File: src/rtl/core_pkg.sv
// rtl/core_pkg.sv - shared states, opcodes, fault codes and NOP for the multicycle sequencer
package core_pkg;

    typedef enum logic [2:0] {
        ST_IDLE   = 3'd0,
        ST_FETCH  = 3'd1,
        ST_DECODE = 3'd2,
        ST_EXEC   = 3'd3,
        ST_MEM    = 3'd4,
        ST_WB     = 3'd5,
        ST_HALT   = 3'd6
    } state_e;

    localparam logic [6:0] OP_LOAD   = 7'b0000011;
    localparam logic [6:0] OP_STORE  = 7'b0100011;
    localparam logic [6:0] OP_REG    = 7'b0110011;
    localparam logic [6:0] OP_IMM    = 7'b0010011;
    localparam logic [6:0] OP_LUI    = 7'b0110111;
    localparam logic [6:0] OP_AUIPC  = 7'b0010111;
    localparam logic [6:0] OP_JAL    = 7'b1101111;
    localparam logic [6:0] OP_JALR   = 7'b1100111;
    localparam logic [6:0] OP_BRANCH = 7'b1100011;
    localparam logic [6:0] OP_SYSTEM = 7'b1110011;

    localparam logic [1:0] FAULT_NONE     = 2'd0;
    localparam logic [1:0] FAULT_ILLEGAL  = 2'd1;
    localparam logic [1:0] FAULT_MISALIGN = 2'd2;
    localparam logic [1:0] FAULT_TIMEOUT  = 2'd3;

    localparam logic [31:0] NOP = 32'h0000_0013;

    // Opcodes whose ALU operand B is the immediate rather than rs2.
    function automatic logic uses_imm(input logic [6:0] op);
        return (op == OP_IMM) || (op == OP_LOAD) || (op == OP_STORE) ||
               (op == OP_LUI) || (op == OP_AUIPC) || (op == OP_JALR);
    endfunction

endpackage

File: src/rtl/mem_wait_timer.sv
// rtl/mem_wait_timer.sv - wait-cycle counter for memory handshakes
// Ports: clk, rst_n (async active-low); clear restarts the count, tick advances
// it by one; expired is high during the TIMEOUT-th cycle since the last clear.
module mem_wait_timer #(
    parameter int TIMEOUT = 15
) (
    input  logic clk,
    input  logic rst_n,
    input  logic clear,
    input  logic tick,
    output logic expired
);

    localparam logic [7:0] LAST = 8'(TIMEOUT - 1);

    logic [7:0] count_q;
    logic [7:0] count_d;

    always_comb begin
        count_d = count_q;
        if (clear) begin
            count_d = '0;
        end else if (tick && (count_q != LAST)) begin
            // Saturates so a stalled consumer never sees the count wrap.
            count_d = count_q + 8'd1;
        end
    end

    always_ff @(posedge clk or negedge rst_n) begin
        if (!rst_n) begin
            count_q <= '0;
        end else begin
            count_q <= count_d;
        end
    end

    assign expired = (count_q == LAST);

endmodule

File: src/rtl/multicycle_sequencer.sv
// rtl/multicycle_sequencer.sv - multicycle fetch/decode/exec/mem/wb control sequencer
// Optional feature macro: INSTRET_COUNTER_EN adds the 64-bit instret output.
// Ports: clk, reset (async active-low); imem_* fetch handshake; instr = IR;
// branch_taken/target from the datapath; dmem_* data handshake; alu_src,
// mem_reg, jump_sel, reg_write datapath controls; pc_out/pc_plus4; retired
// pulse; halted and fault status.
module multicycle_sequencer
    import core_pkg::*;
#(
    parameter int              XLEN     = 32,
    parameter logic [XLEN-1:0] RESET_PC = '0,
    parameter int              TIMEOUT  = 15
) (
    input  logic            clk,
    input  logic            reset,
    output logic            imem_req,
    output logic [XLEN-1:0] imem_addr,
    input  logic            imem_ready,
    input  logic [31:0]     imem_rdata,
    output logic [31:0]     instr,
    input  logic            branch_taken,
    input  logic [XLEN-1:0] target,
    output logic            dmem_req,
    output logic            dmem_we,
    input  logic            dmem_ready,
    output logic            alu_src,
    output logic            mem_reg,
    output logic            jump_sel,
    output logic            reg_write,
    output logic [XLEN-1:0] pc_out,
    output logic [XLEN-1:0] pc_plus4,
    output logic            retired,
    output logic            halted,
    output logic [1:0]      fault
`ifdef INSTRET_COUNTER_EN
    ,
    output logic [63:0]     instret
`endif
);

    state_e          state_q;
    state_e          state_d;
    logic [XLEN-1:0] pc_q;
    logic [XLEN-1:0] pc_d;
    logic [31:0]     instr_q;
    logic [31:0]     instr_d;
    logic [1:0]      fault_q;
    logic [1:0]      fault_d;

    logic [6:0] opcode;
    logic       is_load;
    logic       is_store;
    logic       is_jump;
    logic       target_misaligned;
    logic       wait_clear;
    logic       wait_tick;
    logic       wait_expired;

    assign opcode            = instr_q[6:0];
    assign is_load           = (opcode == OP_LOAD);
    assign is_store          = (opcode == OP_STORE);
    assign is_jump           = (opcode == OP_JAL) || (opcode == OP_JALR);
    assign target_misaligned = (target[1:0] != 2'b00);

    assign pc_out    = pc_q;
    assign imem_addr = pc_q;
    assign pc_plus4  = pc_q + XLEN'(4);
    assign instr     = instr_q;
    assign fault     = fault_q;
    assign halted    = (state_q == ST_HALT);

    // Any state change restarts the count, which covers every entry into
    // FETCH or MEM; only those two states ever advance it.
    assign wait_clear = (state_d != state_q);
    assign wait_tick  = (state_q == ST_FETCH) || (state_q == ST_MEM);

    mem_wait_timer #(
        .TIMEOUT (TIMEOUT)
    ) u_wait_timer (
        .clk     (clk),
        .rst_n   (reset),
        .clear   (wait_clear),
        .tick    (wait_tick),
        .expired (wait_expired)
    );

    always_comb begin
        state_d   = state_q;
        pc_d      = pc_q;
        instr_d   = instr_q;
        fault_d   = fault_q;
        imem_req  = 1'b0;
        dmem_req  = 1'b0;
        dmem_we   = 1'b0;
        alu_src   = 1'b0;
        mem_reg   = 1'b0;
        jump_sel  = 1'b0;
        reg_write = 1'b0;
        retired   = 1'b0;

        case (state_q)
            ST_IDLE: begin
                state_d = ST_FETCH;
            end

            ST_FETCH: begin
                imem_req = 1'b1;
                // Ready wins over expiry so a response on the last allowed
                // cycle is still taken.
                if (imem_ready) begin
                    instr_d = imem_rdata;
                    state_d = ST_DECODE;
                end else if (wait_expired) begin
                    fault_d = FAULT_TIMEOUT;
                    state_d = ST_HALT;
                end
            end

            ST_DECODE: begin
                state_d = ST_EXEC;
            end

            ST_EXEC: begin
                alu_src = uses_imm(opcode);
                case (opcode)
                    OP_LOAD, OP_STORE: begin
                        state_d = ST_MEM;
                    end
                    OP_REG, OP_IMM, OP_LUI, OP_AUIPC: begin
                        state_d = ST_WB;
                    end
                    OP_JAL, OP_JALR: begin
                        // Alignment is checked here so a bad jump never
                        // reaches write-back.
                        if (target_misaligned) begin
                            fault_d = FAULT_MISALIGN;
                            state_d = ST_HALT;
                        end else begin
                            state_d = ST_WB;
                        end
                    end
                    OP_BRANCH: begin
                        if (branch_taken && target_misaligned) begin
                            fault_d = FAULT_MISALIGN;
                            state_d = ST_HALT;
                        end else begin
                            pc_d    = branch_taken ? target : pc_plus4;
                            retired = 1'b1;
                            state_d = ST_FETCH;
                        end
                    end
                    OP_SYSTEM: begin
                        fault_d = FAULT_NONE;
                        state_d = ST_HALT;
                    end
                    default: begin
                        fault_d = FAULT_ILLEGAL;
                        state_d = ST_HALT;
                    end
                endcase
            end

            ST_MEM: begin
                alu_src  = uses_imm(opcode);
                dmem_req = 1'b1;
                dmem_we  = is_store;
                if (dmem_ready) begin
                    if (is_store) begin
                        pc_d    = pc_plus4;
                        retired = 1'b1;
                        state_d = ST_FETCH;
                    end else begin
                        state_d = ST_WB;
                    end
                end else if (wait_expired) begin
                    fault_d = FAULT_TIMEOUT;
                    state_d = ST_HALT;
                end
            end

            ST_WB: begin
                reg_write = 1'b1;
                mem_reg   = is_load;
                jump_sel  = is_jump;
                retired   = 1'b1;
                pc_d      = is_jump ? target : pc_plus4;
                state_d   = ST_FETCH;
            end

            ST_HALT: begin
                state_d = ST_HALT;
            end

            default: begin
                state_d = ST_IDLE;
            end
        endcase
    end

    always_ff @(posedge clk or negedge reset) begin
        if (!reset) begin
            state_q <= ST_IDLE;
            pc_q    <= RESET_PC;
            instr_q <= NOP;
            fault_q <= FAULT_NONE;
        end else begin
            state_q <= state_d;
            pc_q    <= pc_d;
            instr_q <= instr_d;
            fault_q <= fault_d;
        end
    end

`ifdef INSTRET_COUNTER_EN
    logic [63:0] instret_q;
    logic [63:0] instret_d;

    assign instret_d = instret_q + {63'd0, retired};

    always_ff @(posedge clk or negedge reset) begin
        if (!reset) begin
            instret_q <= '0;
        end else begin
            instret_q <= instret_d;
        end
    end

    assign instret = instret_q;
`endif

endmodule

File: config.mk
export PLATFORM = sky130hd
export DESIGN_NAME = multicycle_sequencer
export DESIGN_NICKNAME = d
export VERILOG_FILES = /design/src/rtl/core_pkg.sv /design/src/rtl/mem_wait_timer.sv /design/src/rtl/multicycle_sequencer.sv
export SDC_FILE = /design/constraint.sdc
export NUM_CORES = 1
export LEC_CHECK = 0
export ABC_AREA = 1
export BUFFER_PORTS_ARGS = -buffer_cell sky130_fd_sc_hd__buf_2
export CAP_MARGIN = 20
export CORE_MARGIN = 4
export CORE_UTILIZATION = 35
export DETAILED_ROUTE_END_ITERATION = 16
export MAX_ROUTING_LAYER = met4
export PLACE_DENSITY = 0.67
export SETUP_SLACK_MARGIN = 0.4
export SLEW_MARGIN = 0
export SYNTH_ARGS = -nofsm -noshare
export SYNTH_HDL_FRONTEND = slang
export SYNTH_SLANG_ARGS = --single-unit
export TNS_END_PERCENT = 5
File: constraint.sdc
create_clock -name clk -period 1.74 [get_ports clk]
set_clock_uncertainty 0.2 [all_clocks]
set_input_delay 0.174 -clock clk [delete_from_list [all_inputs] [get_ports clk]]
set_output_delay 0.174 -clock clk [all_outputs]
set_load 0.01 [all_outputs]
==> results of run 1 <==
registers in the layout, summed over array words and instances (netlist names):
register,cells
u_wait_timer.count_q,8
imem_addr,32
fault,2
state_q,3
instr,32
repair_timing:
action / CTS / global route
hold endpoints to repair: 114 / 0
hold buffers: 64 / 0
gates resized for setup: 209 / 82
pin swaps: 39 / 28
endpoints found under the setup margin: 180 / 180
buffers inserted: 15 / 10
power breakdown:
part	total [mW]	internal (mW)	switching, mW
combinational	0.334	0.186	0.148
clock	1.81	0.980	0.828
sequential	1.79	1.79	0
total	3.93	2.96	0.976
routing by layer:
metal  vias up  wire (µm)  track usage
met2       258      11100        0.445
met3        49       1320       0.0600
li1       2913          -            -
met4         0        522       0.0674
met5         -          0            -
met1      2891       7680        0.255
kinds of logic after synthesis:
kind of cell / count (synthesis) / share of synthesized area
simple gates: 293 / 0.270
mux: 28 / 0.0623
buf+inv: 140 / 0.140
flops: 77 / 0.382
xor+xnor: 20 / 0.0346
compound gates: 85 / 0.104
fa+ha+maj: 3 / 0.00742
cell usage in the layout (no fill, tap or decap), types with 3 or more instances in the layout:
cell / count
nand3_2: 11
o21ai_1: 6
nand2_1: 101
buf_2: 151
xor2_1: 12
buf_12: 6
clkbuf_16: 9
buf_6: 90
a21oi_2: 27
dfrtp_2: 6
nand2_4: 8
nand4_1: 12
dlygate4sd3_1: 64
dfstp_2: 3
xor2_2: 5
inv_1: 62
nor2_4: 14
dfrtp_1: 68
nor2_1: 36
buf_4: 141
nand3_1: 38
nor3_1: 7
a41oi_1: 3
inv_2: 27
nand2_2: 22
nor3_2: 12
mux2_4: 28
a22oi_1: 12
nor3_4: 5
o21ai_0: 5
a21oi_1: 18
nand3_4: 6
xor2_4: 3
nor2_2: 14
nor4_4: 3
a31oi_1: 6
critical path, cell delays in order, from the launching register on:
cell and delay (ns):
dfrtp_1 0.43, nand2_2 0.12, nor3_4 0.17, nand2_2 0.09
nor2_2 0.13, nand2_1 0.09, nor2_1 0.17, nand2_1 0.09
nand2_1 0.08, nand2_1 0.05, inv_1 0.06, buf_2 0.13
cell type report:
class	count	area, µm²
repair buffers	453	3620
clock buffers	10	229
multi-input cells	429	3150
well taps	180	225
clock inverters	6	47.5
fillers	1064	4490
inverters	91	347
flip-flops and latches	77	1940
path summary, 6_finish.rpt:
check                                          start                             endpoint  slack [ns]  cells after the start
max                        imem_addr[16]$_DFFE_PN0P_                         pc_plus4[31]       -0.59                     11
min                                     branch_taken             imem_addr[4]$_DFFE_PN0P_        0.01                      4
max reg2reg                     instr[0]$_DFFE_PN1P_  u_wait_timer.count_q[4]$_DFFE_PN0P_       -0.34                     13
min reg2reg                    instr[15]$_DFFE_PN0P_                instr[15]$_DFFE_PN0P_        0.31                      1
max in group asynchronous                      reset                 instr[4]$_DFFE_PN1P_        0.57                      3
min in group asynchronous                      reset                instr[22]$_DFFE_PN0P_        0.14                      2
==> metrics, run 1 <==
Distinct cells, synth=37; Core ar.=between 10000 and 15000 µm²; final RePlAce weighted congestion=roughly 0.9; top cell type by total area after synthesis=dfrtp_1; clk buf depth=2; placed cell areas=slightly above 7000 µm²; Final nets=approximately 1100; Area growth syn-to-layout=88.9%; Pwr Total=a little under 4 mW; dpl cells=about 1100; fin. max-slew vios=0; Hold WC Path Type=in2reg; vias post-DR=about 6000; synthesized flop and latch total=just under 80; final core utilization=0.681; status=complete, but fails checks; Final Hold Violating Endpoints=0; vias in the first global route=6266; maximum vdd drop=roughly 0.00053 V; # Max-Cap Violations=0; Final Setup Violations=77; Final ANT Viol Nets=0; die height=128 µm; total length of routed wires=between 20000 and 25000 µm; violated checks=negative setup slack; Sum Neg Setup Slack=-23.80 ns; Worst EP arrival=1.96 ns; Final HPWL DP=between 10000 and 15000 µm; number of flops mapped to enable cells by yosys=0; initial antenna violation count=0; CP required=1.37 ns; final cell count without fillers=1246; synthesized area=5060 µm²; crit-path max FO=3; capturing element type of the critical path=output pin; Setup CP Type=reg2out; wire per inst=~17 µm; num ports=approximately 210; clock sinks=just under 80; Fmax achieved=between 400 and 500 MHz; DRC Markers=0; H-tree depth=3; top post-synthesis cells by count=nand2_1 (124), inv_1 (83), dfrtp_1 (74); Overall Global Routing Usage=0.242; Avg Vias per Cell=~5; Root Driver=clkbuf_16; drt first pass iters=5; clock-pin slew on the worst setup and hold paths=~0.06 ns; Syn Nets=about 700; Initial Util=0.360; num rows=between 40 and 50; first-pass GRT wire length=between 30000 and 40000 µm; CTS Buf Count=9; most frequent cell after synthesis=nand2_1; Ys Warns=0; 1st-iter DRT viols=roughly 390; crit path launch type=register; Hold WS=0.0150 ns; total gr overflow=0; # diodes=0; Worst Tran Pin Value=0.491 ns; Slew headroom=0.673; ys async rst share=1.00; Syn Area/Cell=7.83 µm²; layout cell share with drive strength beyond 1=0.569; RSZ-0062 raised after global routing=true; register area share after synthesis=0.382; Most used DFF post-synth=dfrtp_1; PnR worst setup slack=-0.593 ns; dpl ws=-0.339 ns; port bufs=approximately 210; full die area=16400 µm²; Synth area leaders=dfrtp_1 (37%), nand2_1 (9.2%), mux2_2 (6.2%); Leak Pwr=about 5 nW; chip width=approximately 130 µm; largest net degree at the start of global routing=37; top cell type's share of synthesized area=0.366; Layout Cell Area excl Fill=approximately 9600 µm²; Syn Inst Count=646; CTS tree=built; clk_lat worst skew=approximately 0.35 ns; fin crit period=between 2 and 2.5 ns; pwr dens=between 400 and 500 nW/µm²; crit share post-route=1.34
Note: power is estimated with default switching activity, not from simulation.
==> run 2, diff against run 1 <==
--- a/config.mk
+++ b/config.mk
@@ -12,10 +12,11 @@
 export CORE_UTILIZATION = 35
 export DETAILED_ROUTE_END_ITERATION = 16
 export MAX_ROUTING_LAYER = met4
-export PLACE_DENSITY = 0.67
+export PLACE_DENSITY = 0.66
 export SETUP_SLACK_MARGIN = 0.4
 export SLEW_MARGIN = 0
 export SYNTH_ARGS = -nofsm -noshare
 export SYNTH_HDL_FRONTEND = slang
+export SYNTH_HIERARCHICAL = 1
 export SYNTH_SLANG_ARGS = --single-unit
 export TNS_END_PERCENT = 5
==> metrics, run 2 <==
first-pass GRT wire length=29700 µm (-3.1%); combinational power share=0.656 (+0.571); min-delay src=target[27]; RSZ-0062 raised after global routing=true; most frequent cell after synthesis=nand2_1; CP required=1.37 ns (about the same); Syn Nets=826 (+15%); Slew headroom=0.774 (+0.102); Setup CP Type=reg2out; Overall Global Routing Usage=0.229 (-0.0125); Final HPWL DP=13400 µm (about the same); largest net degree at the start of global routing=37 (unchanged); Distinct cells, synth=37 (unchanged); drt first pass iters=5 (unchanged); Psw=6.99 mW (+620%); Core ar.=14500 µm² (+3.1%); crit path from=imem_addr[8]$_DFFE_PN0P_; fin crit period=2.24 ns (-0.0915 ns); total gr overflow=0 (unchanged); Final ANT Viol Nets=0 (unchanged); num rows=44 (+2.3%); Most used DFF post-synth=dfrtp_1; crit path launch type=register; Hold WS=-0.00250 ns (-0.0175 ns); PnR worst setup slack=-0.502 ns (+0.0915 ns); number of flops mapped to enable cells by yosys=0 (unchanged); Critical R2R Launch=u_wait_timer/count_q[0]$_DFFE_PN0P_; top cell type's share of synthesized area=0.358 (-0.00753); Final Setup Violations=76 (-1.3%); capturing element type of the critical path=output pin; H-tree depth=3 (unchanged); clk_lat worst skew=0.35 ns (about the same); Syn Area/Cell=6.85 µm² (-13%); Fillers=1190 (+12%); violated checks=negative hold slack, negative setup slack; num ports=208 (unchanged); final cell count without fillers=1329 (+6.7%); dpl ws=-0.410 ns (-0.0711 ns); initial antenna violation count=1 (+1); 1st-iter DRT viols=269 (-30%); # Max-Cap Violations=0 (unchanged); final RePlAce weighted congestion=0.907 (+0.18%); wire per inst=14.8 µm (-11%); crit-path max FO=4 (+1); clk buf depth=2 (unchanged); total length of routed wires=19700 µm (-4.6%); layout cell share with drive strength beyond 1=0.464 (-0.105); Critical Path, Cell by Cell=nand2_1 -> nor3_2 -> buf_4 -> nand3_1 -> buf_4 -> xor2_1 -> inv_1 -> buf_2; Initial Util=0.357 (-0.00352); most frequent cells in the layout=nand2_1 (249), buf_2 (165), buf_4 (122), buf_6 (70), dfrtp_1 (69); Syn Inst Count=754 (+17%); switching fraction of total power=0.445 (+0.197); final core utilization=0.634 (-0.0464); chip width=129 µm (+0.98%); status=complete, but fails checks; slowest cell delay on critical path=0.44 ns (about the same); crit share post-route=1.29 (-0.0526); Avg Vias per Cell=4.83 (-1.6%); clock-pin slew on the worst setup and hold paths=0.06 ns (about the same); most used cell, CP=buf_4; port bufs=207 (unchanged); full die area=16800 µm² (+2.0%); top post-synthesis cells by count=nand2_1 (275), nor2_1 (93), inv_1 (77); Synth area leaders=dfrtp_1 (36%), nand2_1 (20%), nor2_1 (6.8%); Root Driver=clkbuf_16; Hold WC Path Type=in2reg; CTS Buf Count=9 (unchanged); ys async rst share=1.00 (unchanged); dpl cells=1225 (+7.4%); Ys Warns=6 (+6); Leak Pwr=4.86 nW (-2.8%); synthesized area=5170 µm² (+2.1%); Worst Tran Pin Value=0.338 ns (-0.152 ns); vias post-DR=6413 (+4.9%); synthesized flop and latch total=77 (unchanged); cell-internal power=8.72 mW (+200%); vias in the first global route=6283 (+0.27%); top cell type by total area after synthesis=dfrtp_1; DRC Markers=0 (unchanged); Pwr Total=15.7 mW (+300%); Clock power frac=0.124 (-0.336); pwr dens=1710 nW/µm² (+320%); register area share after synthesis=0.374 (-0.00785); Area growth syn-to-layout=77.7%; CTS tree=built; CP max stage cell=dfrtp_1; fin. max-slew vios=0 (unchanged); Fmax achieved=446 MHz (+4.1%); Worst EP arrival=1.87 ns (-0.09 ns); maximum vdd drop=0.00101 V (+92%); sequential share of power=0.220 (-0.235); clock sinks=77 (unchanged); Final Hold Violating Endpoints=1 (+1); die height=129 µm (+0.98%); most common cell after layout, fill and taps aside=nand2_1; Final nets=1211 (+6.9%)
[run 2: changes by cell type after synthesis, sizes merged, moves of 10 or more]
cell and change:
a21oi -35, a22oi -10, nand2 +146, mux2 -28, nor3 -19, nor2 +44
nand3 -12, o21ai +24
[run 2: final timing paths]
| path | slack [ns] | to | depth (start not counted) |
|---|---|---|---|
| max | -0.50 | pc_plus4[13] | 8 |
| max in group asynchronous | 0.69 | imem_addr[15]$_DFFE_PN0P_ | 3 |
| min | -0.003 | imem_addr[27]$_DFFE_PN0P_ | 5 |
| min in group asynchronous | 0.07 | imem_addr[29]$_DFFE_PN0P_ | 2 |
| max reg2reg | -0.43 | u_wait_timer/count_q[5]$_DFFE_PN0P_ | 16 |
| min reg2reg | 0.27 | instr[13]$_DFFE_PN0P_ | 2 |
[run 2: cell type report]
class / instances / area [µm²] / share of cell area
clock buffer: 10 / 229 / 0.0249
multi-input combinational: 539 / 3020 / 0.329
clock inverter: 6 / 71.3 / 0.00777
sequential: 77 / 1940 / 0.211
tap: 184 / 230 / 0.0251
antenna: 1 / 2.50 / 0.000273
timing repair buffer: 427 / 3350 / 0.365
inverter: 85 / 335 / 0.0365
[run 2: per-stage QoR]
step           TNS (ns)  hold WS (ns)  area [µm²]
2_1_floorplan     -6.14        -0.322        5200
3_3_place_gp     -12.85        -0.101        7180
3_5_place_dp     -13.67       -0.0972        7180
4_1_cts          -23.56      0.000870        8760
5_1_grt          -31.26       0.00695        9180
6_report         -23.39      -0.00250        9180
[run 2: routing by layer]
layer  vias up  track usage  wire [µm]
met2       289        0.407      10000
met3        37       0.0482       1530
li1       3096            -          -
met5         -            -          0
met4         0       0.0648        437
met1      2991        0.261       7660
[run 2: power groups by stage]
stage | combinational (mW) | clock (mW) | sequential, mW
floorplan | 4.05 | 0 | 3.78
global placement | 8.06 | 0 | 3.29
detailed placement | 8.16 | 0 | 3.29
CTS | 9.50 | 1.98 | 3.37
global route | 11.2 | 2.05 | 3.54
finish | 10.3 | 1.95 | 3.45
[run 2: critical path, delay by kind of cell, from the launching register on]
| kind | cells | cell delay [ns] |
|---|---|---|
| xor gates and xnor gates | 1 | 0.13 |
| buffers and inverters | 4 | 0.54 |
| DFF | 1 | 0.44 |
| and+or+nand+nor | 3 | 0.41 |
[run 2: what timing repair did]
action	CTS	global route
cloned	1	0
hold buffers	59	0
setup endpoints to repair	182	184
pin swaps	32	39
setup buffers	18	9
gates resized for setup	123	95
hold endpoints to repair	132	0
[run 2: cell families after synthesis]
group	synth area share
AND/OR/NAND/NOR	0.386
buffers and inverters	0.136
adder cells (fa/ha/maj)	0.00727
XOR/XNOR	0.0305
AO/OA/AOI/OAI	0.0664
flip-flops	0.374
==> run 3, diff against run 2 <==
--- a/config.mk
+++ b/config.mk
@@ -12,7 +12,7 @@
 export CORE_UTILIZATION = 35
 export DETAILED_ROUTE_END_ITERATION = 16
 export MAX_ROUTING_LAYER = met4
-export PLACE_DENSITY = 0.66
+export PLACE_DENSITY = 0.64
 export SETUP_SLACK_MARGIN = 0.4
 export SLEW_MARGIN = 0
 export SYNTH_ARGS = -nofsm -noshare
==> constraint.sdc (replaced) <==
create_clock -name clk -period 2.2 [get_ports clk]
set_clock_uncertainty 0.2 [all_clocks]
set_input_delay 0.22 -clock clk [delete_from_list [all_inputs] [get_ports clk]]
set_output_delay 0.22 -clock clk [all_outputs]
set_load 0.01 [all_outputs]
==> metrics, run 3 (same netlist as run 2, synthesis figures left out) <==
status=complete, but fails checks; violated checks=negative setup slack; total gr overflow=0 (unchanged); clk_lat worst skew=0.34 ns (about the same); crit-path max FO=4 (unchanged); layout cell share with drive strength beyond 1=0.396 (-0.0684); Final ANT Viol Nets=0 (unchanged); total length of routed wires=18200 µm (-7.4%); Worst Tran Pin Value=0.572 ns (+0.233 ns); largest net degree at the start of global routing=39 (+5.4%); H-tree depth=3 (unchanged); maximum vdd drop=0.000689 V (-32%); Initial Util=0.357 (unchanged); full die area=16800 µm² (unchanged); final RePlAce weighted congestion=0.898 (-0.99%); CP max stage cell=dfrtp_1; capturing element type of the critical path=output pin; most frequent cells in the layout=nand2_1 (249), buf_2 (203), nor2_1 (71), inv_1 (69); clock sinks=77 (unchanged); initial antenna violation count=2 (+1); PnR worst setup slack=-0.0615 ns (+0.440 ns); Overall Global Routing Usage=0.222 (-0.00694); wire per inst=14.8 µm (+0.29%); Clock power frac=0.161 (+0.037); num rows=44 (unchanged); Leak Pwr=4.24 nW (-13%); fin crit period=2.26 ns; DRC Markers=0 (unchanged); num ports=208 (unchanged); Slew headroom=0.618 (-0.156); Area growth syn-to-layout=52.5%; RSZ-0062 raised after global routing=true; crit path launch type=register; Psw=5.07 mW (-28%); GR peak layer=met2; Sum Neg Setup Slack=-0.252 ns (+23.14 ns); crit share post-route=1.03; slowest cell delay on critical path=0.40 ns (-0.04 ns); combinational power share=0.589 (-0.067); Avg Vias per Cell=4.88 (+1.1%); Final HPWL DP=13000 µm (-3.2%); Layout Cell Area excl Fill=7880 µm² (-14%); drt first pass iters=6 (+1); clock-pin slew on the worst setup and hold paths=0.07 ns (about the same); CP required=1.78 ns (+0.41 ns); Critical Path, Cell by Cell=nand2_2 -> inv_1 -> nand3_1 -> nor2_1 -> nand4_1 -> xor2_1 -> inv_1 -> buf_2; sequential share of power=0.251 (+0.031); pwr dens=1390 nW/µm² (-19%); Fmax achieved=between 400 and 500 MHz; placed cell areas=6370 µm² (-11%); Hold WC Path Type=in2reg; port bufs=207 (unchanged); CTS Buf Count=9 (unchanged); Setup CP Type=reg2out; Fillers=1331 (+12%); 1st-iter DRT viols=366 (+36%); vias post-DR=5985 (-6.7%); Core ar.=14500 µm² (unchanged); chip width=129 µm (unchanged); dpl ws=-0.00946 ns (+0.400 ns); most used cell, CP=inv_1; Pwr Total=10.9 mW (-30%); switching fraction of total power=0.464 (+0.0188); # Max-Cap Violations=0 (unchanged); Hold WS=0.0116 ns (+0.0141 ns); met3 GRT Util=0.0614 (+0.0132); most common cell after layout, fill and taps aside=nand2_1; M2 GR Usage=0.371 (-0.0360); vias in the first global route=5789 (-7.9%); Final Setup Violations=13 (-83%); CTS tree=built; Final Hold Violating Endpoints=0 (-1); Final nets=1108 (-8.5%); fin. max-slew vios=0 (unchanged); Worst EP arrival=1.84 ns (-0.03 ns); sequential cell area=1950 µm² (+0.45%); area of the multi-input gates=2900 µm² (-4.2%); Root Driver=clkbuf_16; first-pass GRT wire length=28700 µm (-3.3%); clk buf depth=2 (unchanged); die height=129 µm (unchanged); met1 Use GR=0.256 (-0.00446); cell-internal power=5.86 mW (-33%)
[run 3: changes by cell type in the layout (fill, tap and decap cells not counted), sizes merged]
cell	previous run	this run
diode	1	2
dlygate4sd3	59	50
buf	367	273
clkinvlp	2	0
inv	86	84
bufinv	1	3
clkbuf	10	12
[run 3: worst max-delay path: cells and delay by family, from the launching register on]
kind	cells	cell delay, ns
AND/OR/NAND/NOR	4	0.52
flip-flops	1	0.40
buffers and inverters	3	0.33
XOR/XNOR	1	0.25
[run 3: power by group through the flow]
stage / logic, mW / registers [mW] / clock network (mW)
2_1_floorplan: 3.18 / 2.98 / 0
3_3_place_gp: 5.40 / 2.70 / 0
3_5_place_dp: 5.46 / 2.70 / 0
4_1_cts: 6.00 / 2.70 / 1.78
5_1_grt: 7.12 / 2.82 / 1.87
6_report: 6.43 / 2.74 / 1.76
[run 3: path summary, 6_finish.rpt]
| check | startpoint | end | slack [ns] | cells past startpoint |
|---|---|---|---|---|
| worst max-delay path | imem_addr[14]$_DFFE_PN0P_ | pc_plus4[24] | -0.06 | 8 |
| worst min-delay path | target[12] | imem_addr[12]$_DFFE_PN0P_ | 0.01 | 5 |
| worst max register to register | u_wait_timer/count_q[0]$_DFFE_PN0P_ | u_wait_timer/count_q[2]$_DFFE_PN0P_ | -0.01 | 16 |
| worst min register to register | instr[19]$_DFFE_PN0P_ | instr[19]$_DFFE_PN0P_ | 0.27 | 2 |
| max in group asynchronous | reset | instr[0]$_DFFE_PN1P_ | 1.04 | 3 |
| min in group asynchronous | reset | imem_addr[16]$_DFFE_PN0P_ | 0.15 | 2 |
[run 3: layout make-up]
class	count	share of cell area
flip-flops and latches	77	0.247
clock inverters	4	0.0121
well taps	184	0.0292
clock buffers	12	0.0313
multi-input cells	539	0.367
repair buffers	324	0.270
diodes	2	0.000635
inverters	85	0.0426
[run 3: per-layer routing]
| layer | routed length, µm | vias to the layer above |
|---|---|---|
| li1 | - | 2893 |
| met2 | 8760 | 285 |
| met1 | 7350 | 2769 |
| met3 | 1600 | 38 |
| met4 | 496 | 0 |
| met5 | 0 | - |
[run 3: through the flow]
step,utilization,instances
after floorplan,-,754
after global placement,0.440,1129
after detailed placement,0.440,1129
after CTS,0.523,1212
after global routing,0.544,1227
final,0.544,1227
[run 3: timing repair]
action,4_1_cts,5_1_grt
pin swaps,25,39
resized for setup,61,56
hold buffers,50,0
hold endpoints to repair,123,0
cloned,1,0
setup endpoints to repair,78,111
buffers inserted,16,13
